[src/rtl/recon_luma16x16.sv]
// Intra 16x16 luma reconstruction: adds one residual row per cycle to a
// vertical, horizontal or DC prediction with 8-bit modular wrap.
//
// state | meaning
// IDLE  | waiting for start; residual input not accepted
// RUN   | predictors latched; rows 0..15 accepted, reconstructed and handed downstream
module recon_luma16x16 #(
    parameter int BITDEPTH = 8
) (
    input  logic                      clk,
    input  logic                      reset,
    input  logic                      start,
    input  logic [1:0]                mode,
    input  logic [15:0][BITDEPTH-1:0] top,
    input  logic [15:0][BITDEPTH-1:0] left,
    input  logic [BITDEPTH-1:0]       dc,
    input  logic                      res_valid,
    output logic                      res_ready,
    input  logic [15:0][BITDEPTH-1:0] res_row,
    output logic                      rec_valid,
    input  logic                      rec_ready,
    output logic [15:0][BITDEPTH-1:0] rec_row,
    output logic [3:0]                rec_row_idx,
    output logic                      busy,
    output logic                      mb_done
);

    generate
        if (BITDEPTH != 8) begin : g_bitdepth_check
            $error("recon_luma16x16: only BITDEPTH = 8 is supported");
        end
    endgenerate

    typedef enum logic {
        IDLE = 1'b0,
        RUN  = 1'b1
    } state_t;

    state_t                      state;
    logic [1:0]                  mode_q;
    logic [15:0][BITDEPTH-1:0]   top_q;
    logic [15:0][BITDEPTH-1:0]   left_q;
    logic [BITDEPTH-1:0]         dc_q;
    logic [4:0]                  acc_cnt;
    logic                        accept;
    logic                        consume;
    logic [15:0][BITDEPTH-1:0]   pred;
    logic [15:0][BITDEPTH-1:0]   sum;

    // acc_cnt reaching 16 stops intake so row 15 is the last one accepted
    assign res_ready = (state == RUN) && (!rec_valid || rec_ready) && !acc_cnt[4];
    assign accept    = res_valid && res_ready;
    assign consume   = rec_valid && rec_ready;

    always_comb begin
        pred = '0;
        sum  = '0;
        for (int c = 0; c < 16; c++) begin
            unique case (mode_q)
                2'd0:    pred[c] = top_q[c];
                2'd1:    pred[c] = left_q[acc_cnt[3:0]];
                default: pred[c] = dc_q;
            endcase
            sum[c] = res_row[c] + pred[c];
        end
    end

    always_ff @(posedge clk or posedge reset) begin
        if (reset) begin
            state       <= IDLE;
            mode_q      <= '0;
            top_q       <= '0;
            left_q      <= '0;
            dc_q        <= '0;
            acc_cnt     <= '0;
            rec_valid   <= 1'b0;
            rec_row     <= '0;
            rec_row_idx <= '0;
            busy        <= 1'b0;
            mb_done     <= 1'b0;
        end else begin
            mb_done <= 1'b0;
            case (state)
                IDLE: begin
                    if (start) begin
                        mode_q  <= mode;
                        top_q   <= top;
                        left_q  <= left;
                        dc_q    <= dc;
                        acc_cnt <= '0;
                        busy    <= 1'b1;
                        state   <= RUN;
                    end
                end
                RUN: begin
                    if (accept) begin
                        rec_row     <= sum;
                        rec_row_idx <= acc_cnt[3:0];
                        rec_valid   <= 1'b1;
                        acc_cnt     <= acc_cnt + 5'd1;
                    end else if (consume) begin
                        rec_valid <= 1'b0;
                    end
                    if (consume && rec_row_idx == 4'd15) begin
                        state   <= IDLE;
                        busy    <= 1'b0;
                        mb_done <= 1'b1;
                    end
                end
                default: state <= IDLE;
            endcase
        end
    end

endmodule

[config.mk]
export PLATFORM = sky130hd
export DESIGN_NAME = recon_luma16x16
export DESIGN_NICKNAME = d
export VERILOG_FILES = /design/src/rtl/recon_luma16x16.sv
export SDC_FILE = /design/constraint.sdc
export NUM_CORES = 1
export LEC_CHECK = 0
export CAP_MARGIN = 0
export CORE_ASPECT_RATIO = 1.2
export CORE_UTILIZATION = 40
export DETAILED_ROUTE_END_ITERATION = 8
export GPL_TIMING_DRIVEN = 0
export PLACE_DENSITY = 0.71
export SETUP_SLACK_MARGIN = 0.2
export SYNTH_ARGS = -nofsm -noshare
export SYNTH_HDL_FRONTEND = slang
export SYNTH_SLANG_ARGS = --single-unit
[constraint.sdc]
create_clock -name clk -period 13.25 [get_ports clk]
set_clock_uncertainty 0.2 [all_clocks]
set_input_delay 1.9875 -clock clk [delete_from_list [all_inputs] [get_ports clk]]
set_output_delay 1.9875 -clock clk [all_outputs]
set_load 0.005 [all_outputs]
==> flow_metrics.py <==
metrics = {
    "status": {
        "run_status": "complete, no violations",
    },
    "clocking": {
        "tritoncts_clock_tree": "built",
        "cts_inserted_buffers": 45,
        "post-cts-setup-buffers": 0,
        "cts_repair_resize_count": 0,
        "post_cts_hold_buffer_count": 0,
        "cts_max_path_buffers": 3,
        "cts_num_sinks": 407,
        "cts.reportedPaths.clkPinSlew_ns": 0.06,
        "clkLatencyLatePin_ns": 0.59,
        "cts.htree.levels": 2,
        "clock_root_buffer_master": "sky130_fd_sc_hd__clkbuf_16",
    },
    "worst_hold_path": {
        "timing.hold.worst.class": "register to register",
    },
    "grt": {
        "global_route.usage.total_pct": 31.6,
        "grt_pass1_wl_mm": 129,
        "antenna_found_initial": 24,
        "grt_max_degree": 44,
        "grt-ovfl-total": 0,
        "vias_in_the_first_global_route": 20981,
    },
    "timing": {
        "timing_worst_slew_pin_value_ns": 1.44,
        "finalWorstPathRequiredPeriod_ns": 7.09,
        "hold_violations_final": 0,
        "timing.max_slew.rel_slack_pct": 3.67,
        "timing.final.max_slew_violations": 0,
        "setup_violations": 0,
        "rsz0062_at_grt": "false",
        "period_share_pct": 53.5,
        "totalNegativeSetupSlack_ns": 0,
        "max_freq_mhz": 141,
    },
    "logic_synthesis": {
        "async_reset_ff_share_pct": 100,
        "syn_nets": 2997,
        "netlist_area_sq_um": 21800,
        "synth_flop_cell": "sky130_fd_sc_hd__dfrtp_1",
        "seq_area_frac_synth_pct": 46.7,
        "netlist-cell-type-count": 44,
        "postSynthRegisterBits": 407,
        "synth_enable_flop_cells": 0,
        "postSynthCellCount": 2467,
        "post_synth.cell_area_avg_sq_um": 8.85,
        "ys_warn_count": 0,
    },
    "worst_setup_path": {
        "timing.critical_path.max_delay_family": "compound AO/OA/AOI/OAI gates",
        "worst-setup-path-type": "register to register",
        "cp_cell_instances": "clkbuf_1, clkbuf_1, mux4_2, mux2i_1, a21oi_1, a21oi_1, buf_2, a21oi_1, ha_1, a21o_1, a211oi_1, nor2_1, o41ai_1, xnor3_1, mux2_2",
        "worstPathArrival_ns": 7.34,
        "most_frequent_cell_on_the_critical_path": "sky130_fd_sc_hd__a21oi_1",
        "kind_of_start_point_of_the_critical_path": "register",
        "worst_ep_required_time_ns": 13.50,
        "critical_path_peak_fanout": 10,
        "end_kind": "register",
        "critical_path.slowest_cell": "sky130_fd_sc_hd__a21oi_1",
        "cpPeakStageDelay_ns": 1.14,
        "worstPathBufferInverterCount": 3,
    },
    "pwr": {
        "cellPowerDensity_nw_per_um2": 178,
        "leakage_nw": 14.2,
        "vdd_ir_drop_max_v": 0.000108,
    },
    "cells_and_area": {
        "layout_commonest_cell": "sky130_fd_sc_hd__nand2_1",
        "final_design_area_no_fill_sq_um": 29900,
        "layout_common_cells": "sky130_fd_sc_hd__nand2_1, sky130_fd_sc_hd__clkdlybuf4s50_1, sky130_fd_sc_hd__dfrtp_1",
        "layout-drive-gt1-share_pct": 4.98,
        "layout.nets": 3592,
        "areaGrowthSynthToFinish_pct": 37.1,
    },
    "floorplan": {
        "die_w_um": 215,
        "start_util_pct": 40.6,
        "die_y_um": 258,
        "fp-row-count": 93,
        "dieArea_sq_um": 55500,
        "io-pin-count": 535,
        "design.core.area_sq_um": 53800,
    },
    "drt": {
        "dr_total_vias": 20394,
        "wl_per_cell_um": 23.1,
        "detail_route.vias_per_cell": 5.32,
        "drt_first_pass_iters": 5,
        "drc": 0,
        "drt-initial-drc-count": 1693,
        "drt-total-wl_mm": 88.7,
        "detail-route-antenna-nets": 0,
    },
    "place": {
        "gp_congestion": 0.988,
        "dp_hpwl_mm": 69.0,
        "post_detailed_placement_cell_area_sq_um": 28300,
        "io_buffer_count": 534,
    },
    "run": {
        "cap_violations": 0,
    },
}
-- through the flow --
stage	setup slack [ns]	total power [mW]	utilization (%)	cells	hold WS (ns)
6_report	6.16	5.33	55.6	3832	0.272
5_1_grt	6.14	5.60	55.6	3827	0.293
4_1_cts	6.23	5.34	55.5	3806	0.273
3_5_place_dp	6.29	4.02	52.7	3726	0.258
3_3_place_gp	2.83	3.95	52.2	3713	0.252
2_1_floorplan	5.58	2.91	-	2467	0.237
-- layout make-up --
type                    instances  area [sq um]
inverters                      21          82.6
flip-flops and latches        407         10200
repair buffers                548          5590
well taps                     712           891
multi-input cells            1906         11000
clock buffers                  70          1380
clock inverters                10           138
plain buffers                 133           536
fillers                      4834         23900
diodes                         25          62.6
-- per-layer routing --
| metal | global-route usage (%) | up-vias | wire [um] |
|---|---|---|---|
| li1 | - | 9291 | - |
| met1 | 36.8 | 9862 | 33200 |
| met2 | 54.6 | 988 | 43300 |
| met3 | 5.31 | 245 | 6390 |
| met4 | 19.0 | 8 | 5800 |
| met5 | 0 | - | 49 |
-- path summary, 6_finish.rpt --
kind | startpoint | endpoint | slack (ns) | depth (start not counted)
max | acc_cnt[1] | rec_row[111] | 6.16 | 15
min | left_q[71] | left_q[71] | 0.27 | 2
max reg2reg | acc_cnt[1] | rec_row[111] | 6.16 | 15
min reg2reg | left_q[71] | left_q[71] | 0.27 | 2
max in group asynchronous | reset | rec_row[39] | 10.07 | 6
min in group asynchronous | reset | rec_row[4] | 1.45 | 2
-- power by group --
part | internal, mW | leakage [nW] | switching, mW
Combinational | 1.10 | 8.39 | 1.18
Sequential | 1.55 | 5.08 | 0.190
Clock | 0.774 | 0.742 | 0.534
Total | 3.43 | 14.2 | 1.91
-- worst register-to-register path, stage by stage, from the launching register on --
cell	delay, ns
sky130_fd_sc_hd__dfrtp_1	0.37
sky130_fd_sc_hd__clkbuf_1	0.49
sky130_fd_sc_hd__clkbuf_1	0.60
sky130_fd_sc_hd__mux4_2	0.41
sky130_fd_sc_hd__mux2i_1	0.31
sky130_fd_sc_hd__a21oi_1	0.16
sky130_fd_sc_hd__a21oi_1	1.14
sky130_fd_sc_hd__buf_2	0.55
sky130_fd_sc_hd__a21oi_1	0.15
sky130_fd_sc_hd__ha_1	0.27
sky130_fd_sc_hd__a21o_1	0.18
sky130_fd_sc_hd__a211oi_1	0.24
sky130_fd_sc_hd__nor2_1	0.10
sky130_fd_sc_hd__o41ai_1	1.04
sky130_fd_sc_hd__xnor3_1	0.47
sky130_fd_sc_hd__mux2_2	0.27
-- synth_stat cells, types with 2 or more instances --
library cell | n | share of area, %
sky130_fd_sc_hd__fa_1 | 16 | 1.5
sky130_fd_sc_hd__clkbuf_1 | 112 | 1.9
sky130_fd_sc_hd__dfrtp_1 | 407 | 47
sky130_fd_sc_hd__nor3b_1 | 2 | 0.069
sky130_fd_sc_hd__nor2b_1 | 10 | 0.29
sky130_fd_sc_hd__a211oi_1 | 23 | 0.79
sky130_fd_sc_hd__xnor3_1 | 15 | 1.5
sky130_fd_sc_hd__mux4_1 | 4 | 0.48
sky130_fd_sc_hd__nor3_1 | 32 | 0.73
sky130_fd_sc_hd__buf_4 | 2 | 0.069
sky130_fd_sc_hd__o31ai_1 | 2 | 0.069
sky130_fd_sc_hd__a21boi_0 | 2 | 0.069
sky130_fd_sc_hd__xnor2_1 | 30 | 1.2
sky130_fd_sc_hd__nand2_1 | 994 | 17
sky130_fd_sc_hd__buf_1 | 6 | 0.10
sky130_fd_sc_hd__inv_1 | 20 | 0.34
sky130_fd_sc_hd__a21oi_1 | 172 | 3.9
sky130_fd_sc_hd__mux4_2 | 28 | 2.9
sky130_fd_sc_hd__nand2b_1 | 114 | 3.3
sky130_fd_sc_hd__ha_1 | 115 | 6.6
sky130_fd_sc_hd__xor2_1 | 50 | 2.0
sky130_fd_sc_hd__mux2i_1 | 7 | 0.32
sky130_fd_sc_hd__o21ai_0 | 102 | 2.3
sky130_fd_sc_hd__a21o_1 | 32 | 1.1
sky130_fd_sc_hd__nand3_1 | 5 | 0.11
sky130_fd_sc_hd__o41ai_1 | 15 | 0.60
sky130_fd_sc_hd__buf_2 | 11 | 0.25
sky130_fd_sc_hd__o21bai_1 | 15 | 0.52
sky130_fd_sc_hd__buf_6 | 2 | 0.10
sky130_fd_sc_hd__nor2_1 | 92 | 1.6
sky130_fd_sc_hd__mux2_2 | 17 | 0.88
-- flip-flops by register name, summed over array words and instances, names as in the netlist --
register     count
busy             1
rec_row_idx      4
dc_q             8
left_q         128
top_q          128
acc_cnt          5
state            1
rec_row        128
rec_valid        1
mode_q           2
mb_done          1
-- kinds of logic after synthesis --
| logic type | share of synthesized area (%) |
|---|---|
| simple gates | 23.5 |
| flops | 46.7 |
| mux | 4.57 |
| xor+xnor | 4.76 |
| fa+ha+maj | 8.06 |
| buf+inv | 2.82 |
| compound gates | 9.64 |
Note: power is estimated with default switching activity, not from simulation.
==> RTL change 1 (config.mk and constraints unchanged) <==
Register the input `mode` before use, without a reset. The logic sees it one clock later. The other inputs are not delayed to match.
--- a/src/rtl/recon_luma16x16.sv
+++ b/src/rtl/recon_luma16x16.sv
@@ -26,2 +26,8 @@
 );
+
+    logic [1:0] mode_r;
+
+    always_ff @(posedge clk) begin
+        mode_r <= mode;
+    end
 
@@ -85,3 +91,3 @@
                     if (start) begin
-                        mode_q  <= mode;
+                        mode_q  <= mode_r;
                         top_q   <= top;
Function: changed (Yosys sat finds a counterexample within 4 cycles, from zero or initial values and one cycle with reset high).
==> RTL change 1 against the unedited design <==
First-iteration DRC count decreased by 8.3%; final area about the same; area after synthesis increased by 0.17%; non-clock buffer count unchanged; power decreased by 2.6%; count of clock-buffer cells in the layout decreased by 2; worst setup slack improved by 120 ps; sequential cell count increased by 2; routed wire length about the same.
==> RTL change 1: results (changes against the unedited design) <==
| Metric | Value |
|---|---|
| CTS Buf Count | `45 (unchanged)` |
| Share of the yosys chip area belonging to registers | `46.8% (was 46.7%)` |
| Hold_buf cts | `0 (unchanged)` |
| Root cell of the clock tree | `clkbuf_16 (unchanged)` |
| Antenna violations before repair | `26 (was 24)` |
| Number of design-rule violations left by the first detailed-router iteration | `1552 (was 1693)` |
| Yosys synthesis warning count | `0 (unchanged)` |
| Relative contribution of sequential cells to total power | `33.5% (was 32.6%)` |
| Number of distinct library cells after synthesis | `46 (was 44)` |
| Largest registers | `left_q: 128 flops, rec_row: 128 flops, top_q: 128 flops (unchanged)` |
| Leakage power | `14.2 nW (about the same)` |
| Worst vdd ir | `83.9 uV (was 108 uV)` |
| Clock latency of the later-clocked register in the worst-skew pair | `590 ps (about the same)` |
| Run status | `finished clean (unchanged)` |
| Signal arrival time at the worst endpoint | `7250 ps (was 7340 ps)` |
| Number of global-route vias before repair | `21026 (was 20981)` |
| Maximum fanout along the worst path | `10 (unchanged)` |
| First-pass GRT wire length | `129 mm (about the same)` |
| Overall Global Routing Usage | `31.6% (about the same)` |
| Relative slew margins | `6.61% (was 3.67%)` |
| Post-CTS sizing | `0 (unchanged)` |
| Classification of the worst-slack hold path | `reg -> reg (unchanged)` |
| Fraction of final layout cells sized beyond drive strength 1 | `5.07% (was 4.98%)` |
| Cell types with the largest area share after synthesis | `dfrtp_1 47%, nand2_1 17%, ha_1 6.6% (unchanged)` |
| Count of input and output buffers | `534 (unchanged)` |
| 1st-pass router iterations | `7 (was 5)` |
| Cell types with the highest counts after synthesis | `994 x nand2_1, 407 x dfrtp_1, 172 x a21oi_1 (unchanged)` |
| Detailed Place HPWL | `68.4 mm (was 69.0 mm)` |
| Combinational-cell power consumption | `2.18 mW (was 2.29 mW)` |
| Switching fraction of total power | `35.3% (was 35.8%)` |
| Setup bufs post-CTS | `0 (unchanged)` |
| Async set or reset register ratio after synthesis | `99.5% (was 100%)` |
| Clock tree buffer depth | `3 (unchanged)` |
| Dominant delay contributor by cell family on the critical path | `compound AO/OA/AOI/OAI gates (unchanged)` |
| Last weighted congestion value of the routability-driven placer | `0.936 (was 0.988)` |
| Cell Area, Placed | `0.0284 mm^2 (was 0.0283 mm^2)` |
| Total Wirelength | `88.6 mm (was 88.7 mm)` |
| Nets | `3594 (was 3592)` |
| Largest net degree at the start of global routing | `43 (was 44)` |
| Total vias in the final route | `20329 (was 20394)` |
| Stage delay of the slowest cell on the critical path | `1060 ps (was 1140 ps)` |
| Number of nets in the synthesized netlist | `2999 (was 2997)` |
| Worst-path cell with the longest stage delay | `o41ai_1 (was a21oi_1)` |
| Flip-flop cell with the highest count after synthesis | `dfrtp_1 (unchanged)` |
RTL change 1: logic make-up after synthesis:
| logic type | synth area share [%] |
|---|---|
| XOR/XNOR | 4.75 |
| buffers and inverters | 2.81 |
| adder cells (fa/ha/maj) | 8.05 |
| flip-flops | 46.8 |
| AO/OA/AOI/OAI | 9.62 |
| multiplexers | 4.54 |
| AND/OR/NAND/NOR | 23.4 |
RTL change 1: layer usage:
layer | share of wire (%) | routed length, um | GRT usage [%] | up-vias
met1 | 37 | 32900 | 36.9 | 9821
met3 | 7.7 | 6830 | 6.07 | 239
met2 | 49 | 43300 | 54.2 | 944
li1 | - | - | - | 9305
met4 | 6.2 | 5460 | 18.4 | 20
met5 | 0.16 | 140 | 0 | -
RTL change 1: final timing paths:
check,startpoint,to,slack (ps),cells after the start
worst min register to register,mode_r[1],mode_q[1],240,2
worst max register to register,acc_cnt[1],rec_row[95],6280,14
max in group asynchronous,reset,left_q[47],9440,7
min in group asynchronous,reset,rec_row[2],1670,2
worst max-delay path,acc_cnt[1],rec_row[95],6280,14
worst min-delay path,mode_r[1],mode_q[1],240,2
RTL change 1: cell type report:
class | count | area, um^2
Timing Repair Buffer | 548 | 5590
Tap cell | 712 | 891
Buffer | 133 | 536
Sequential cell | 409 | 10200
Clock buffer | 68 | 1350
Multi-Input combinational cell | 1906 | 11000
Fill cell | 4913 | 24000
Antenna cell | 19 | 47.5
Clock inverter | 12 | 134
Inverter | 21 | 82.6
RTL change 1: metrics by stage:
stage	utilization (%)	total power, mW	hold WS, ps	cells	worst slack (ps)
finish	55.5	5.20	235	3828	6280
global route	55.5	5.47	272	3825	6230
CTS	55.4	5.21	236	3809	6290
detailed placement	52.6	3.92	231	3729	6300
global placement	52.2	3.85	235	3715	2870
floorplan	-	2.85	198	2469	5580
==> RTL change 2 (config.mk and constraints unchanged) <==
Made on the original files. Reset style: synchronous (`reset`), changed in one clocked block.
--- a/src/rtl/recon_luma16x16.sv
+++ b/src/rtl/recon_luma16x16.sv
@@ -67,3 +67,3 @@
 
-    always_ff @(posedge clk or posedge reset) begin
+    always_ff @(posedge clk) begin
         if (reset) begin
Function: differs if reset is asserted again (counterexample within 4 cycles, from zero or initial values and one cycle with reset high); with reset held inactive, the same outputs for 4 cycles.
==> RTL change 2 against the unedited design <==
Worst setup slack better by 1400 ps; critical path type unchanged; die area down 4.0%; sequential cell count unchanged; routed wire length up 2.1%; final area down 4.5%; area after synthesis down 4.0%.
Power is not compared: it rests on default switching activity, and its combinational part moved more than twofold at a synthesized area within 25%.
==> RTL change 2: results (changes against the unedited design) <==
| Metric | Value |
|---|---|
| Synthesized area per cell | `8.00 um^2 (was 8.85 um^2)` |
| Classification of the worst-slack hold path | `reg -> reg (unchanged)` |
| Count of input and output buffers | `534 (unchanged)` |
| Cell types with the highest counts after synthesis | `709 x nand2_1, 534 x a21oi_1, 407 x dfxtp_1 (was 994 x nand2_1, 407 x dfrtp_1, 172 x a21oi_1)` |
| Cell types with the largest area share after synthesis | `dfxtp_1 39%, a21oi_1 13%, nand2_1 13% (was dfrtp_1 47%, nand2_1 17%, ha_1 6.6%)` |
| Clock latency of the later-clocked register in the worst-skew pair | `590 ps (about the same)` |
| Run status | `finished clean (unchanged)` |
| Vias/cell | `5.42 (was 5.32)` |
| Routed length per placed instance | `23.0 um (was 23.1 um)` |
| Overall Global Routing Usage | `33.2% (was 31.6%)` |
| Detailed Place HPWL | `71.0 mm (was 69.0 mm)` |
| Antenna violations before repair | `11 (was 24)` |
| Number of global-route vias before repair | `21065 (was 20981)` |
| Total number of H-tree levels | `2 (unchanged)` |
| Clock tree buffer depth | `3 (unchanged)` |
| Switching Power | `1.01 mW` |
| Largest net degree at the start of global routing | `15 (was 44)` |
| Filler cell count | `4760 (was 4834)` |
| First-pass GRT wire length | `130 mm (was 129 mm)` |
| Number of nets in the synthesized netlist | `3148 (was 2997)` |
| Launch point of the worst reg-to-reg path | `acc_cnt[1] (unchanged)` |
| Shortest period the worst path allows | `5670 ps (was 7090 ps)` |
| Share of the yosys chip area belonging to registers | `38.9% (was 46.7%)` |
| Stage delay of the slowest cell on the critical path | `1010 ps (was 1140 ps)` |
| Last weighted congestion value of the routability-driven placer | `0.970 (was 0.988)` |
| CTS Buf Count | `43 (was 45)` |
| Async set or reset register ratio after synthesis | `0% (was 100%)` |
| Start point of the worst hold path | `rec_row[115] (was left_q[71])` |
| Maximum fanout along the worst path | `10 (unchanged)` |
| Nets | `3727 (was 3592)` |
| 1st-pass router iterations | `7 (was 5)` |
| Clk pin slew, worst setup/hold paths | `60 ps (about the same)` |
| Worst vdd ir | `92.3 uV` |
| Number of design-rule violations left by the first detailed-router iteration | `1485 (was 1693)` |
| Relative slew margins | `14.0% (was 3.67%)` |
| Worst-path cell with the longest stage delay | `nor3_1 (was a21oi_1)` |
| Cell Area, Placed | `0.0272 mm^2 (was 0.0283 mm^2)` |
| Post-CTS sizing | `0 (unchanged)` |
| Top cell type by total area after synthesis | `dfxtp_1 (was dfrtp_1)` |
| Root cell of the clock tree | `clkbuf_16 (unchanged)` |
| Number of distinct library cells after synthesis | `44 (unchanged)` |
| Signal arrival time at the worst endpoint | `5940 ps (was 7340 ps)` |
| Fraction of final layout cells sized beyond drive strength 1 | `4.74% (was 4.98%)` |
| Final standard cell count with taps included and fillers excluded | `3930 (was 3832)` |
| Dpl cells | `3849 (was 3726)` |
| Number of failing setup endpoints in the final timing report | `0 (unchanged)` |
RTL change 2: path summary, 6_finish.rpt:
| path | end | slack (ps) | cells after the start |
|---|---|---|---|
| worst max-delay path | rec_row[39] | 7580 | 14 |
| worst min-delay path | rec_row[115] | 250 | 2 |
| worst max register to register | rec_row[39] | 7580 | 14 |
| worst min register to register | rec_row[115] | 250 | 2 |
RTL change 2: stage by stage:
step	total power, mW	setup slack (ps)
6_report	3.37	7580
5_1_grt	3.49	7520
4_1_cts	3.36	7630
3_5_place_dp	2.18	7660
3_3_place_gp	2.16	7640
2_1_floorplan	1.80	8760
RTL change 2: area by class of cell:
class	instances	area, um^2	share of cell area [%]
buffer	187	832	2.91
sequential	407	8150	28.5
multi-input combinational	1988	11800	41.4
clock buffer	58	1230	4.32
inverter	36	135	0.473
clock inverter	17	139	0.486
tap	697	872	3.05
antenna	6	15.0	0.0526
timing repair buffer	534	5350	18.7
RTL change 2: logic make-up after synthesis:
kind of cell / after synthesis / synth area share [%]
and+or+nand+nor: 1017 / 20.5
buffers and inverters: 223 / 4.62
adders and majority gates: 131 / 8.40
muxes: 41 / 4.01
xor gates and xnor gates: 96 / 5.06
AOI/OAI and AO/OA: 703 / 18.5
DFF: 407 / 38.9
RTL change 2: worst max-delay path, delay by kind of cell (launching register included):
kind                       cells  cell delay [ps]
AOI/OAI and AO/OA              6             1540
xor gates and xnor gates       1              470
adders and majority gates      1              390
buffers and inverters          3              930
DFF                            1              330
muxes                          2              680
and+or+nand+nor                1             1010
RTL change 2: metal layers:
layer,wire length (um),up-vias,GRT usage (%)
met5,41,-,0
met4,5550,6,19.3
met3,6740,251,6.21
met2,44100,1023,58.2
met1,34100,10054,37.5
li1,-,9974,-
RTL change 2: power by group through the flow:
stage	Clock [mW]	Sequential (mW)	Combinational, mW
after floorplan	0	1.36	0.444
after global placement	0	1.36	0.797
after detailed placement	0	1.37	0.810
after CTS	1.21	1.34	0.816
after global routing	1.26	1.35	0.886
final	1.21	1.34	0.822
